## src/rtl/mem_port_arbiter_pkg.sv

```systemverilog
// Shared types and constants for the unified memory port arbiter.
package mem_arb_pkg;

  typedef enum logic [1:0] {
    ARB_IDLE,
    ARB_REQ,
    ARB_RESP
  } arb_state_t;

  typedef enum logic {
    OWN_IF,
    OWN_D
  } arb_owner_t;

  localparam logic [3:0] MEM_BE_FULL = 4'hF;

endpackage

```

## src/rtl/mem_port_arbiter_if.sv

```systemverilog
// Requester and memory-side signals of the arbiter; master = arbiter, slave = core/memory side.
interface mem_port_arbiter_if #(
  parameter int DATA_WIDTH = 32,
  parameter int ADDR_WIDTH = 32
);

  logic                  if_req;
  logic [ADDR_WIDTH-1:0] if_addr;
  logic                  if_ack;
  logic [DATA_WIDTH-1:0] if_rdata;

  logic                  d_req;
  logic                  d_wr_en;
  logic [ADDR_WIDTH-1:0] d_addr;
  logic [DATA_WIDTH-1:0] d_wdata;
  logic [3:0]            d_byte_en;
  logic                  d_ack;
  logic [DATA_WIDTH-1:0] d_rdata;

  logic                  mem_req;
  logic                  mem_wr_en;
  logic [ADDR_WIDTH-1:0] mem_addr;
  logic [DATA_WIDTH-1:0] mem_wdata;
  logic [3:0]            mem_byte_en;
  logic                  mem_gnt;
  logic                  mem_rvalid;
  logic [DATA_WIDTH-1:0] mem_rdata;

  logic                  busy;

  modport master (
    input  if_req, if_addr,
    output if_ack, if_rdata,
    input  d_req, d_wr_en, d_addr, d_wdata, d_byte_en,
    output d_ack, d_rdata,
    output mem_req, mem_wr_en, mem_addr, mem_wdata, mem_byte_en,
    input  mem_gnt, mem_rvalid, mem_rdata,
    output busy
  );

  modport slave (
    output if_req, if_addr,
    input  if_ack, if_rdata,
    output d_req, d_wr_en, d_addr, d_wdata, d_byte_en,
    input  d_ack, d_rdata,
    input  mem_req, mem_wr_en, mem_addr, mem_wdata, mem_byte_en,
    output mem_gnt, mem_rvalid, mem_rdata,
    input  busy
  );

endinterface

```

## src/rtl/mem_port_arbiter_pick.sv

```systemverilog
// Owner selection for the shared memory port.
// MEM_ARB_RR_EN: round-robin on conflict; otherwise data always beats fetch.
module mem_arb_pick
  import mem_arb_pkg::*;
(
  input  logic       if_req,
  input  logic       d_req,
  input  arb_owner_t last_owner,
  output logic       grant_valid,
  output arb_owner_t grant_owner
);

  assign grant_valid = if_req | d_req;

`ifdef MEM_ARB_RR_EN
  always_comb begin
    grant_owner = OWN_IF;
    if (if_req && d_req) begin
      // Conflict: hand the port to whoever was not served last
      if (last_owner == OWN_D) grant_owner = OWN_IF;
      else                     grant_owner = OWN_D;
    end else if (d_req) begin
      grant_owner = OWN_D;
    end
  end
`else
  logic w_unused_last;
  assign w_unused_last = last_owner;

  // A data access belongs to an older instruction than the pending fetch
  always_comb begin
    grant_owner = OWN_IF;
    if (d_req) grant_owner = OWN_D;
  end
`endif

endmodule

```

## src/rtl/mem_port_arbiter.sv

```systemverilog
// Shares one request/grant/valid memory port between instruction fetch and load/store.
// Define MEM_ARB_RR_EN for round-robin conflict resolution (default: data over fetch).
module mem_port_arbiter
  import mem_arb_pkg::*;
#(
  parameter int DATA_WIDTH = 32,
  parameter int ADDR_WIDTH = 32
) (
  input  logic              clk,
  input  logic              rst_n,
  mem_port_arbiter_if.master bus
);

  arb_state_t            r_state;
  arb_state_t            w_state_nxt;
  arb_owner_t            r_owner;
  arb_owner_t            r_last_owner;
  arb_owner_t            w_grant_owner;
  logic                  w_grant_valid;
  logic                  w_mem_req;
  logic                  w_busy;
  logic                  w_ack;
  logic                  w_if_ack;
  logic                  w_d_ack;

  logic                  r_mem_wr_en;
  logic [ADDR_WIDTH-1:0] r_mem_addr;
  logic [DATA_WIDTH-1:0] r_mem_wdata;
  logic [3:0]            r_mem_byte_en;
  logic [DATA_WIDTH-1:0] r_if_rdata;
  logic [DATA_WIDTH-1:0] r_d_rdata;

  mem_arb_pick u_pick (
    .if_req      (bus.if_req),
    .d_req       (bus.d_req),
    .last_owner  (r_last_owner),
    .grant_valid (w_grant_valid),
    .grant_owner (w_grant_owner)
  );

  always_comb begin
    w_state_nxt = r_state;
    w_mem_req   = 1'b0;
    w_busy      = 1'b1;
    w_ack       = 1'b0;
    case (r_state)
      ARB_IDLE: begin
        w_busy = 1'b0;
        if (w_grant_valid) w_state_nxt = ARB_REQ;
      end
      ARB_REQ: begin
        w_mem_req = 1'b1;
        if (bus.mem_gnt) w_state_nxt = ARB_RESP;
      end
      ARB_RESP: begin
        // Completion is acknowledged in the same cycle mem_rvalid arrives
        w_ack = bus.mem_rvalid;
        if (bus.mem_rvalid) w_state_nxt = ARB_IDLE;
      end
      default: w_state_nxt = ARB_IDLE;
    endcase
  end

  assign w_if_ack = w_ack && (r_owner == OWN_IF);
  assign w_d_ack  = w_ack && (r_owner == OWN_D);

  always_ff @(posedge clk or negedge rst_n) begin
    if (!rst_n) r_state <= ARB_IDLE;
    else        r_state <= w_state_nxt;
  end

  always_ff @(posedge clk or negedge rst_n) begin
    if (!rst_n) begin
      r_owner       <= OWN_IF;
      r_last_owner  <= OWN_D;
      r_mem_wr_en   <= 1'b0;
      r_mem_addr    <= '0;
      r_mem_wdata   <= '0;
      r_mem_byte_en <= '0;
      r_if_rdata    <= '0;
      r_d_rdata     <= '0;
    end else begin
      if (r_state == ARB_IDLE && w_grant_valid) begin
        r_owner <= w_grant_owner;
        if (w_grant_owner == OWN_D) begin
          r_mem_wr_en   <= bus.d_wr_en;
          r_mem_addr    <= bus.d_addr;
          r_mem_wdata   <= bus.d_wdata;
          r_mem_byte_en <= bus.d_byte_en;
        end else begin
          r_mem_wr_en   <= 1'b0;
          r_mem_addr    <= bus.if_addr;
          r_mem_wdata   <= '0;
          r_mem_byte_en <= MEM_BE_FULL;
        end
      end
      if (w_ack)    r_last_owner <= r_owner;
      if (w_if_ack) r_if_rdata   <= bus.mem_rdata;
      if (w_d_ack)  r_d_rdata    <= bus.mem_rdata;
    end
  end

  assign bus.mem_req     = w_mem_req;
  assign bus.mem_wr_en   = r_mem_wr_en;
  assign bus.mem_addr    = r_mem_addr;
  assign bus.mem_wdata   = r_mem_wdata;
  assign bus.mem_byte_en = r_mem_byte_en;
  assign bus.busy        = w_busy;
  assign bus.if_ack      = w_if_ack;
  assign bus.d_ack       = w_d_ack;
  assign bus.if_rdata    = w_if_ack ? bus.mem_rdata : r_if_rdata;
  assign bus.d_rdata     = w_d_ack  ? bus.mem_rdata : r_d_rdata;

endmodule
```

## src/flat_wrapper.sv

```systemverilog
// flat-port wrapper written by rule: the top's interface ports become plain ports
module mem_port_arbiter_flat import mem_arb_pkg::*;
#(
  parameter int DATA_WIDTH = 32,
  parameter int ADDR_WIDTH = 32
)
  (clk, rst_n, bus_if_req, bus_if_addr, bus_if_ack, bus_if_rdata, bus_d_req, bus_d_wr_en, bus_d_addr, bus_d_wdata, bus_d_byte_en, bus_d_ack, bus_d_rdata, bus_mem_req, bus_mem_wr_en, bus_mem_addr, bus_mem_wdata, bus_mem_byte_en, bus_mem_gnt, bus_mem_rvalid, bus_mem_rdata, bus_busy);
  mem_port_arbiter_if #(.DATA_WIDTH(DATA_WIDTH), .ADDR_WIDTH(ADDR_WIDTH)) bus_i ();
  input  logic clk;
  input  logic rst_n;
  input wire logic [$bits(bus_i.if_req)-1:0] bus_if_req;
  input wire logic [$bits(bus_i.if_addr)-1:0] bus_if_addr;
  output wire logic [$bits(bus_i.if_ack)-1:0] bus_if_ack;
  output wire logic [$bits(bus_i.if_rdata)-1:0] bus_if_rdata;
  input wire logic [$bits(bus_i.d_req)-1:0] bus_d_req;
  input wire logic [$bits(bus_i.d_wr_en)-1:0] bus_d_wr_en;
  input wire logic [$bits(bus_i.d_addr)-1:0] bus_d_addr;
  input wire logic [$bits(bus_i.d_wdata)-1:0] bus_d_wdata;
  input wire logic [$bits(bus_i.d_byte_en)-1:0] bus_d_byte_en;
  output wire logic [$bits(bus_i.d_ack)-1:0] bus_d_ack;
  output wire logic [$bits(bus_i.d_rdata)-1:0] bus_d_rdata;
  output wire logic [$bits(bus_i.mem_req)-1:0] bus_mem_req;
  output wire logic [$bits(bus_i.mem_wr_en)-1:0] bus_mem_wr_en;
  output wire logic [$bits(bus_i.mem_addr)-1:0] bus_mem_addr;
  output wire logic [$bits(bus_i.mem_wdata)-1:0] bus_mem_wdata;
  output wire logic [$bits(bus_i.mem_byte_en)-1:0] bus_mem_byte_en;
  input wire logic [$bits(bus_i.mem_gnt)-1:0] bus_mem_gnt;
  input wire logic [$bits(bus_i.mem_rvalid)-1:0] bus_mem_rvalid;
  input wire logic [$bits(bus_i.mem_rdata)-1:0] bus_mem_rdata;
  output wire logic [$bits(bus_i.busy)-1:0] bus_busy;
  assign bus_i.if_req = bus_if_req;
  assign bus_i.if_addr = bus_if_addr;
  assign bus_if_ack = bus_i.if_ack;
  assign bus_if_rdata = bus_i.if_rdata;
  assign bus_i.d_req = bus_d_req;
  assign bus_i.d_wr_en = bus_d_wr_en;
  assign bus_i.d_addr = bus_d_addr;
  assign bus_i.d_wdata = bus_d_wdata;
  assign bus_i.d_byte_en = bus_d_byte_en;
  assign bus_d_ack = bus_i.d_ack;
  assign bus_d_rdata = bus_i.d_rdata;
  assign bus_mem_req = bus_i.mem_req;
  assign bus_mem_wr_en = bus_i.mem_wr_en;
  assign bus_mem_addr = bus_i.mem_addr;
  assign bus_mem_wdata = bus_i.mem_wdata;
  assign bus_mem_byte_en = bus_i.mem_byte_en;
  assign bus_i.mem_gnt = bus_mem_gnt;
  assign bus_i.mem_rvalid = bus_mem_rvalid;
  assign bus_i.mem_rdata = bus_mem_rdata;
  assign bus_busy = bus_i.busy;
  mem_port_arbiter #(.DATA_WIDTH(DATA_WIDTH), .ADDR_WIDTH(ADDR_WIDTH)) u_core (.clk(clk), .rst_n(rst_n), .bus(bus_i));
endmodule
```

## config.mk

```make
export PLATFORM = sky130hd
export DESIGN_NAME = mem_port_arbiter_flat
export DESIGN_NICKNAME = d
export VERILOG_FILES = /design/src/rtl/mem_port_arbiter_pkg.sv /design/src/rtl/mem_port_arbiter_if.sv /design/src/rtl/mem_port_arbiter_pick.sv /design/src/rtl/mem_port_arbiter.sv /design/src/flat_wrapper.sv
export SDC_FILE = /design/constraint.sdc
export NUM_CORES = 1
export LEC_CHECK = 0
export BUFFER_PORTS_ARGS = -buffer_cell sky130_fd_sc_hd__buf_2
export CORE_UTILIZATION = 41
export DETAILED_ROUTE_END_ITERATION = 8
export MAX_ROUTING_LAYER = met4
export PLACE_DENSITY_LB_ADDON = 0.05
export SLEW_MARGIN = 20
export SYNTH_ARGS = -nofsm -noshare
export SYNTH_HDL_FRONTEND = slang
export SYNTH_SLANG_ARGS = --single-unit
```

## constraint.sdc

```tcl
create_clock -name clk -period 1.5 [get_ports clk]
set_input_delay 0.075 -clock clk [delete_from_list [all_inputs] [get_ports clk]]
set_output_delay 0.075 -clock clk [all_outputs]
set_load 0.005 [all_outputs]
```

==> results of run 1 <==
==> cell type report <==
cell class | instances | area [µm²] | area share (%)
sequential | 136 | 3406 | 38.87
timing repair buffer | 374 | 2520 | 28.76
multi-input combinational | 179 | 1981 | 22.61
clock buffer | 21 | 480.5 | 5.484
tap | 176 | 220.2 | 2.514
clock inverter | 10 | 142.6 | 1.628
inverter | 3 | 11.26 | 0.1285
==> registers in the layout, indices dropped and copies added (netlist names) <==
signal	count
u_core.bus.mem_wdata	32
u_core.r_d_rdata	32
u_core.bus.mem_wr_en	1
u_core.r_owner	1
u_core.r_if_rdata	32
u_core.bus.mem_addr	32
u_core.r_state	2
u_core.bus.mem_byte_en	4
==> per-layer routing <==
| metal | track usage (%) | share of wire (%) | vias to the layer above |
|---|---|---|---|
| met4 | 8.253 | 1.9 | 0 |
| li1 | - | - | 1972 |
| met1 | 24.80 | 42 | 2115 |
| met2 | 35.44 | 51 | 173 |
| met3 | 5.309 | 5.1 | 21 |
| met5 | - | 0 | - |
==> timing repair <==
action | 4_1_cts | 5_1_grt
hold buffers | 72 | 0
setup endpoints to repair | 66 | 137
cloned | 0 | 7
pin swaps | 0 | 1
hold endpoints to repair | 202 | 0
resized for setup | 2 | 8
buffers inserted | 1 | 4
==> synth_stat cells (all sizes together), types with 2 or more instances <==
library cell / number / area [µm²]
mux2: 128 / 1539
dfrtp: 136 / 3403
inv: 3 / 11.26
a22o: 33 / 289.0
buf: 18 / 147.6
o21ai: 3 / 18.77
nand2: 3 / 11.26
o22a: 4 / 35.03
clkbuf: 3 / 11.26
nand2b: 2 / 12.51
==> worst paths after layout <==
check / to / depth (start not counted) / slack (ns)
max: bus_if_rdata[12] / 5 / -0.42
min: u_core.bus.mem_addr[2] / 3 / 0.02
max reg2reg: u_core.bus.mem_addr[19] / 5 / -0.05
min reg2reg: u_core.r_if_rdata[2] / 1 / 0.49
max in group asynchronous: u_core.bus.mem_wdata[10] / 3 / 0.76
min in group asynchronous: u_core.bus.mem_addr[22] / 2 / 0.17
==> power by group <==
part	leakage (nW)	total, mW	internal, mW	switching (mW)
combinational	2.48	6.80	4.03	2.77
clock	0.306	4.28	2.79	1.49
sequential	1.66	6.14	5.41	0.721
==> critical path: stages (launching register included) <==
cell	delay (ns)
sky130_fd_sc_hd__dfrtp_2	0.44
sky130_fd_sc_hd__nor3_4	0.19
sky130_fd_sc_hd__buf_4	0.14
sky130_fd_sc_hd__buf_12	0.15
sky130_fd_sc_hd__mux2_2	0.37
sky130_fd_sc_hd__buf_2	0.14
==> logic make-up after synthesis <==
family          count (synthesis)  synth area share (%)
flops                         136                 61.45
mux                           128                 27.79
compound gates                 42                 6.462
buf+inv                        24                 3.073
simple gates                    9                 1.220
==> through the flow <==
step	hold WS, ns	setup TNS, ns	cell area [µm²]
3_3_place_gp	0.04084	0	7196
3_5_place_dp	0.04051	0	7196
2_1_floorplan	-0.2206	0	5538
5_1_grt	0.01117	-33.30	8761
4_1_cts	0.004148	-27.73	8554
6_report	0.02458	-25.56	8761
==> results.txt, run 1 <==
- From bottom edge to top edge, the die measures 118.2 µm.
- The initial antenna violation count was 0.
- The synthesized netlist contains 21 unique library cells.
- Yosys printed 0 warnings.
- Number of rows in the core area: 42
- In this run the cell area of the synthesized design comes to 5538 µm².
- The completed layout was analyzed and its total power is 17.22 mW.
- Dividing the final minimum period by the clock period gives 128.2%.
- Unrepaired setup endpoints after global routing: yes
- Total overflow reported by the global router: 0
- In this run the remaining antenna-violating nets after routing total 0.
- STA puts the critical path data arrival time at 1.85 ns.
* Required time reported for the critical path endpoint: 1.42 ns
- Entering global routing, the biggest net connects 48 pins.
- A synthesized cell averages 16.34 µm².
* Commonest non-fill, non-tap cell in the layout: sky130_fd_sc_hd__buf_2
* Via count of the first global-routing pass: 4435
- Insertion delay to the later sink of the worst-skew pair: 0.41 ns
- Count of flip-flops with a built-in enable after synthesis: 0
* Placement-stage worst setup slack: 0.01832 ns
- For the final database, setup skew stands at 0.004032 ns.
- Die width: 118.2 µm
* Synth Flop Type: sky130_fd_sc_hd__dfrtp_1
- Via count of the routed design: 4281
- Layout overhead on the synthesized area: 58.20%
* Clock Sinks: 136
- Max transition margin: 69.38%
* Ratio of total power to cell area: 1965 nW/µm²
- The first global-routing pass estimated 22110 µm of wire.
- The worst path in the final design needs a cycle of 1.923 ns, including I/O delays and setup.
* Antenna fix cells: 0
- Static timing analysis puts the maximum clock frequency at 520.1 MHz.
- Largest fanout on the critical path: 17
* Peak supply drop: 999.3 µV
- Area of the die: 13980 µm²
- The pre-antenna-repair detailed-routing pass consisted of 6 iterations.
* Root buf cell: sky130_fd_sc_hd__clkbuf_16
* Endpoint type of the worst setup path: primary output
- Post-DR vias/cell: 4.762
* Final standard cell utilization of the core: 66.42%
- Clock H-tree levels: 4
- Net count of the mapped netlist: 478
- Worst hold path startpoint: bus_if_addr[2]
- For this run, design rule violations remaining after detail routing come to 0.
- The worst setup path is of the reg2out kind.
- The final reports fail on negative setup slack.
- Number of hold-slack violations in the final timing report: 0
- Summed over all cells, the static leakage comes to 4.440 nW.
- Leaving out filler cells and counting taps, the final layout contains 899.
- Syn Inst Count: 339
- Clock-pin slew of the registers on the worst-case setup and hold paths: 0.06 ns
- Across all setup checks in the final design, the least slack found is -0.4228 ns.
* Critical path launch point type: register
* Launch point of the critical path: u_core.r_owner
- Worst slew pin tran: 0.4593 ns
- Fraction of layout instances using a drive strength above 1: 64.45%
- Including well taps, the total number of placed cells is 784.
- Number of port buffers: 275
* Pins Over Slew Limit: 0
* Core region area: 13190 µm²
* Most used cells in the layout excluding fill and tap cells: sky130_fd_sc_hd__buf_2, sky130_fd_sc_hd__dfrtp_1, sky130_fd_sc_hd__mux2_2, sky130_fd_sc_hd__dlygate4sd3_1, sky130_fd_sc_hd__a22o_1
- HPWL after detailed placement: 9676 µm
- Initial core utilization: 41.98%
- Setup violations remaining at the end of the flow were counted as 98.
* Share of synthesized area occupied by flip-flops and latches: 61.46%
- The tightest min-delay check is of the in2reg type.
- Of all flip-flops after synthesis, the portion carrying an async set or reset was 100.0%.
- Counting the buffers created by CTS gives 17.
- After synthesis the netlist holds a flip-flop and latch count of 136.
- For this block, the initial DRC count from the detailed router was 153.
- The worst register-to-register path begins at u_core.r_state[0].
- WL final: 14570 µm
- Run status: complete, but fails checks
- Max-cap violations: 0
- In this run the count of I/O pins placed on the die edge is 276.
- The filler cells instantiated in the layout total 1005.
- Number of buffers on the longest clock path: 2
- In the global route stage, overall resource usage came out at 21.30%.
- Nets: 850
- Clock tree from TritonCTS: built
* Routed wire length per instance: 16.21 µm
- Global placer's final weighted congestion: 0.7756
Note: power is estimated with default switching activity, not from simulation.
==> run 2: changes to the inputs <==
==> constraint.sdc (replaced) <==
create_clock -name clk -period 1.5 [get_ports clk]
set_input_delay 0.075 -clock clk [delete_from_list [all_inputs] [get_ports clk]]
set_output_delay 0.075 -clock clk [all_outputs]
set_load 0.1 [all_outputs]
==> run 2 against run 1 <==
Against the previous run:
- cell area is 14% higher
- count of clock-buffer cells in the layout is 3 higher
- register-to-register slack worse by 0.08 ns
- highest routed layer unchanged
- the flow still finishes with violations (negative setup slack)
- utilization is 9.5 points higher
- worst setup slack worse by 0.10 ns
- die area stayed put
- via count is 4.6% higher
- hold slack worse by 0.0031 ns
- critical path depth is 1 higher
- clock skew is 0.0029 ns higher
==> results.txt, run 2 (same netlist as run 1, synthesis figures left out) <==
- In the final design database the tool counted 866 nets.
* Number of rows in the core area: 42
- Total overflow reported by the global router: 0
* Clock-pin slew of the registers on the worst-case setup and hold paths: 0.06 ns
- The later pin in the worst-skew pair is clocked with a latency of 0.41 ns.
- Walking the worst path, the cells encountered are nand2_2 > nor3_4 > buf_6 > clkbuf_16 > mux2_4 > buf_12.
* Fin Hold WS: 0.02152 ns
- Most used cells in the layout excluding fill and tap cells: sky130_fd_sc_hd__buf_2, sky130_fd_sc_hd__dfrtp_1, sky130_fd_sc_hd__dlygate4sd3_1, sky130_fd_sc_hd__buf_12, sky130_fd_sc_hd__mux2_2
* Kind of critical path: reg2out
- Number of hold-slack violations in the final timing report: 0
- Data arrival time of the critical path: 1.95 ns
* WL final: 17250 µm
- After routing the design area is 10010 µm².
- Setup violations remaining at the end of the flow were counted as 94.
* Antenna fix cells: 0
- After detailed placement, the total cell area comes to 7970 µm².
- Buffers inserted during clock tree synthesis total 17.
- Shortest clock period the worst path allows after layout: 2.027 ns
- Fill cell total of the finished layout: 792
- In this run the tightest slew margin relative to its limit is 65.36%.
- Critical path launch point type: register
- Clock Sinks: 136
- In this run the worst path has a maximum fanout of 7.
* Top achievable clock speed: 493.4 MHz
- For the pin with the worst max-slew slack, the measured transition is 0.5232 ns.
- Boundary Pins: 276
* Worst path top cell family by delay: buffers and inverters
* Path class of the lowest-slack min-delay path: in2reg
- After legalization and detailed placement, the total HPWL measured 10260 µm.
- Via count of the first global-routing pass: 4802
* Clock H-tree levels: 4
- Unrepaired setup endpoints after global routing: yes
- Area of the die: 13980 µm²
- Layout overhead on the synthesized area: 80.75%
- Global routing usage summed across all routing layers: 25.07%
- The initial utilization of the core area, before any placement, comes to 41.98%.
* Required time reported for the critical path endpoint: 1.42 ns
* Worst Slack Setup Final: -0.5267 ns
- Post-Route Skew: 0.006979 ns
- TritonCTS built the clock tree.
- Global placer's final weighted congestion: 0.7855
- Tcrit/Tclk final: 135.1%
- No sink is reached through more buffers than the 2 on the longest clock path.
- Max-cap violations: 0
* Number of remaining DRC errors: 0
- STA classifies the critical path endpoint as a primary output.
- Cells with a size suffix above 1 make up 65.27% of the layout.
- During placement, the flow inserted port buffers numbering 275.
* Library cell contributing the largest single delay on the critical path: sky130_fd_sc_hd__dfrtp_1
- The total count of max-transition violations in the final report was 0.
- Slowest Stage Delay on Critical Path: 0.36 ns
* Number of buffers and inverters on the critical path: 3
- The count of nets left with antenna violations once routing finished came out at 0.
- Number of iterations in the first detailed-routing pass: 4
- Routed wire length per instance: 18.83 µm
- Run status: complete, but fails checks
* Antenna violations before repair: 0
- Initial detailed-routing violation count: 154
- From left edge to right edge, the die measures 118.2 µm.
* Root buf cell: sky130_fd_sc_hd__clkbuf_16
* Maximum number of pins on one net before global-route repair: 61
- Measured on the finished design, the core utilization comes to 75.89%.
* Post-DR vias/cell: 4.889
- Core region area: 13190 µm²
- Commonest non-fill, non-tap cell in the layout: sky130_fd_sc_hd__buf_2
* Global-route wire length before repair: 25730 µm
* DIE HEIGHT: 118.2 µm
- The final route contains 4478 vias.
* Violations in the final reports: negative setup slack
## run 2: cell types whose count changed in the layout (fill, tap and decap cells not counted), sizes merged
| cell | delta |
|---|---|
| clkinv | +1 |
| buf | +16 |
| bufbuf | +1 |
| bufinv | -3 |
| clkinvlp | +1 |
| clkbuf | +2 |
| inv | -1 |
## run 2: timing repair
item | in CTS | in global routing
hold endpoints to repair | 236 | 0
resized for setup | 116 | 16
pin swaps | 1 | 1
endpoints found under the setup margin | 132 | 128
buffers inserted | 8 | 8
cloned | 5 | 4
hold buffers | 72 | 0
## run 2: tightest hold or removal path, delay by kind of cell
| kind | cells | cell delay [ns] |
|---|---|---|
| muxes | 2 | 0.26 |
| buffers and inverters | 1 | 0.07 |
## run 2: layout make-up
class	count	area (µm²)	share of cell area, %
inverter	3	13.76	0.1375
tap	176	220.2	2.200
timing repair buffer	390	3731	37.28
sequential	136	3403	34.00
clock buffer	24	471.7	4.712
clock inverter	8	48.80	0.4875
multi-input combinational	179	2121	21.19
## run 2: stage by stage
stage	std cells	setup WS, ns	TNS [ns]
after global placement	789	-0.1630	-7.071
final	916	-0.5267	-32.66
after floorplan	339	-0.1663	-11.08
after detailed placement	789	-0.1641	-8.709
after CTS	905	-0.5408	-34.28
after global routing	916	-0.5778	-38.67
## run 2: metal layers
layer  vias to the layer above  global-route usage, %  routed length [µm]
met4                         0                  8.734                 371
met5                         -                      -                   0
met3                        28                  6.371                 849
met1                      2256                  28.36                6768
li1                       2015                      -                   -
met2                       179                  43.01                9262
## run 2: path summary, 6_finish.rpt
| check | cells after the start | slack [ns] | endpoint | start |
|---|---|---|---|---|
| worst max-delay path | 6 | -0.53 | bus_if_rdata[19] | u_core.r_state[1] |
| worst min-delay path | 3 | 0.02 | u_core.bus.mem_addr[23] | bus_if_addr[23] |
| worst max register to register | 6 | -0.13 | u_core.bus.mem_addr[18] | u_core.r_state[0] |
| worst min register to register | 1 | 0.50 | u_core.bus.mem_addr[31] | u_core.bus.mem_addr[31] |
| max in group asynchronous | 3 | 0.79 | u_core.r_if_rdata[6] | rst_n |
| min in group asynchronous | 2 | 0.10 | u_core.bus.mem_addr[22] | rst_n |
Power of run 2 is not shown: default switching activity piles up to over one toggle a cycle in this logic, so the estimate is an artifact.
==> run 3: changes to the inputs <==
- CORE_MARGIN: default -> 10
- RECOVER_POWER: default -> 25
==> run 3 against run 2 <==
Against the previous run:
- the flow still finishes with violations (negative setup slack)
- sequential share of layout area fell by 0.92 points
- clock skew barely moved
- fmax rose by 0.32%
- cell area rose by 2.8%
- die area rose by 33%
- final cell count rose by 0.76%
- utilization rose by 1.8 points
- global-route usage fell by 3.6 points
- sequential cell count did not move
- register-to-register slack got worse by 0.10 ns
- critical path type unchanged
- largest cell class unchanged
- highest routed layer unchanged
==> results.txt, run 3 (same netlist as run 1, synthesis figures left out) <==
- The run finished, with violations left.
* Violations in the final reports: negative setup slack
* Total overflow reported by the global router: 0
* Combined flip-flop and latch cell area: 3405 µm²
- STA puts the critical path data arrival time at 1.95 ns.
* Post-DR vias/cell: 4.866
- STA classifies the critical path startpoint as a register.
- Setup slack on the critical path of the routed design comes to -0.5202 ns.
- Max-cap violations in this run came to 0.
- TritonCTS built the clock tree.
* Inst Count DP: 790
- CTS Buf Count: 17
- Root buf cell: sky130_fd_sc_hd__clkbuf_16
- The initialized floorplan defines 42 standard-cell rows.
- Antenna violations before repair: 1
* Clock-pin slew of the registers on the worst-case setup and hold paths: 0.06 ns
- Number of non-filler instances in the completed layout: 923
- The number of global-route vias before repair is 5314.
- Post-Route Skew: 0.007026 ns
- Layout overhead on the synthesized area: 85.83%
- Initial detailed-routing violation count: 124
- Insertion delay to the later sink of the worst-skew pair: 0.42 ns
- The floorplan step set the die height to 136.2 µm.
- Fraction of layout instances using a drive strength above 1: 66.09%
- For this configuration, the core starts out at a cell density of 41.82%.
- In this run the tool buffered the top-level ports with 275 buffer cells.
* Number of buffers on the longest clock path: 2
* Required time reported for the critical path endpoint: 1.42 ns
* Most used cells in the layout excluding fill and tap cells: sky130_fd_sc_hd__buf_2, sky130_fd_sc_hd__dfrtp_1, sky130_fd_sc_hd__mux2_4, sky130_fd_sc_hd__buf_12, sky130_fd_sc_hd__dlygate4sd3_1
- Top achievable clock speed: 495.0 MHz
- Global routing used 21.48% of the available tracks.
- The worst setup path is captured at a primary output.
* Number of remaining DRC errors: 0
- Kind of critical path: reg2out
- At the pin with the least slew margin, the transition time is 0.9789 ns.
- Number of hold-slack violations in the final timing report: 0
* Routed wire length per instance: 21.75 µm
- The tightest min-delay check is of the in2reg type.
- The placed instances occupy a cell area of 7908 µm².
* Maximum number of pins on one net before global-route repair: 45
- Summing all multi-input logic gate instances after layout gives 2223 µm².
* Pins Over Slew Limit: 0
- Via count of the routed design: 4491
* Core region area: 13240 µm²
- Global placer's final weighted congestion: 0.8359
* Non-Filler Cell Area, Final: 10290 µm²
* WL final: 20080 µm
* Final standard cell utilization of the core: 77.71%
* HPWL after detailed placement: 12760 µm
* Fill cell total of the finished layout: 804
- Clock Sinks: 136
- Die width: 136.2 µm
* Largest fanout on the critical path: 6
* Boundary Pins: 276
- Global-route wire length before repair: 29930 µm
- Unrepaired setup endpoints after global routing: yes
* Tcrit/Tclk final: 134.7%
- The H-tree generated during clock tree synthesis spans 4 levels.
* Commonest non-fill, non-tap cell in the layout: sky130_fd_sc_hd__buf_2
- Max transition margin: 34.74%
- Shortest clock period the worst path allows after layout: 2.020 ns
* Number of iterations in the first detailed-routing pass: 4
- Nets: 872
- Once detail routing completed, the nets flagged for antenna violations numbered 0.
* Area of the die: 18560 µm²
* Final setup violation count: 140
==> run 3: final timing paths <==
check | from | cells past startpoint | to | slack, ns
worst max-delay path | u_core.r_state[0] | 6 | bus_if_rdata[4] | -0.52
worst min-delay path | bus_d_addr[6] | 3 | u_core.bus.mem_addr[6] | 0.02
worst max register to register | u_core.r_state[0] | 8 | u_core.bus.mem_addr[14] | -0.23
worst min register to register | u_core.bus.mem_addr[21] | 1 | u_core.bus.mem_addr[21] | 0.50
max in group asynchronous | rst_n | 3 | u_core.bus.mem_byte_en[1] | 0.25
min in group asynchronous | rst_n | 2 | u_core.r_if_rdata[19] | 0.36
==> run 3: per-layer routing <==
layer  share of wire, %  up-vias  wire length, µm  global-route usage (%)
li1                   -     2025                -                       -
met1                 38     2243             7638                   23.70
met2                 53      192            10580                   36.12
met3                7.5       31             1506                   6.863
met4                1.7        0              350                   7.101
met5                  0        -                0                       -
==> run 3: timing repair <==
item / CTS / global route
gates resized for setup: 167 / 33
cloned: 4 / 6
endpoints found under the setup margin: 102 / 148
pin swaps: 36 / 2
setup buffers: 11 / 11
hold endpoints to repair: 236 / 0
hold buffers: 72 / 0
==> run 3: final cells by class <==
class	instances	area share (%)
tap	176	2.140
antenna	1	0.02432
timing repair buffer	396	37.07
inverter	3	0.1581
multi-input combinational	179	21.60
clock buffer	24	4.778
clock inverter	8	1.143
sequential	136	33.08
==> run 3: per-stage QoR <==
step                hold slack (ns)  setup slack (ns)  setup TNS [ns]
floorplan                   -0.2206           -0.1663          -11.08
global placement            0.01250           -0.1071          -4.360
detailed placement          0.01026           -0.1472          -5.530
CTS                        0.007455           -0.5347          -34.12
global route                0.01444           -0.5770          -47.68
finish                      0.02488           -0.5202          -40.08
==> run 3: critical path: stages (launching register included) <==
cell and delay, ns:
sky130_fd_sc_hd__dfrtp_2 0.43, sky130_fd_sc_hd__nor3_4 0.19, sky130_fd_sc_hd__buf_6 0.17, sky130_fd_sc_hd__buf_12 0.14, sky130_fd_sc_hd__buf_6 0.11, sky130_fd_sc_hd__mux2_4 0.31
sky130_fd_sc_hd__buf_12 0.17
Power of run 3 is left out for the same reason.
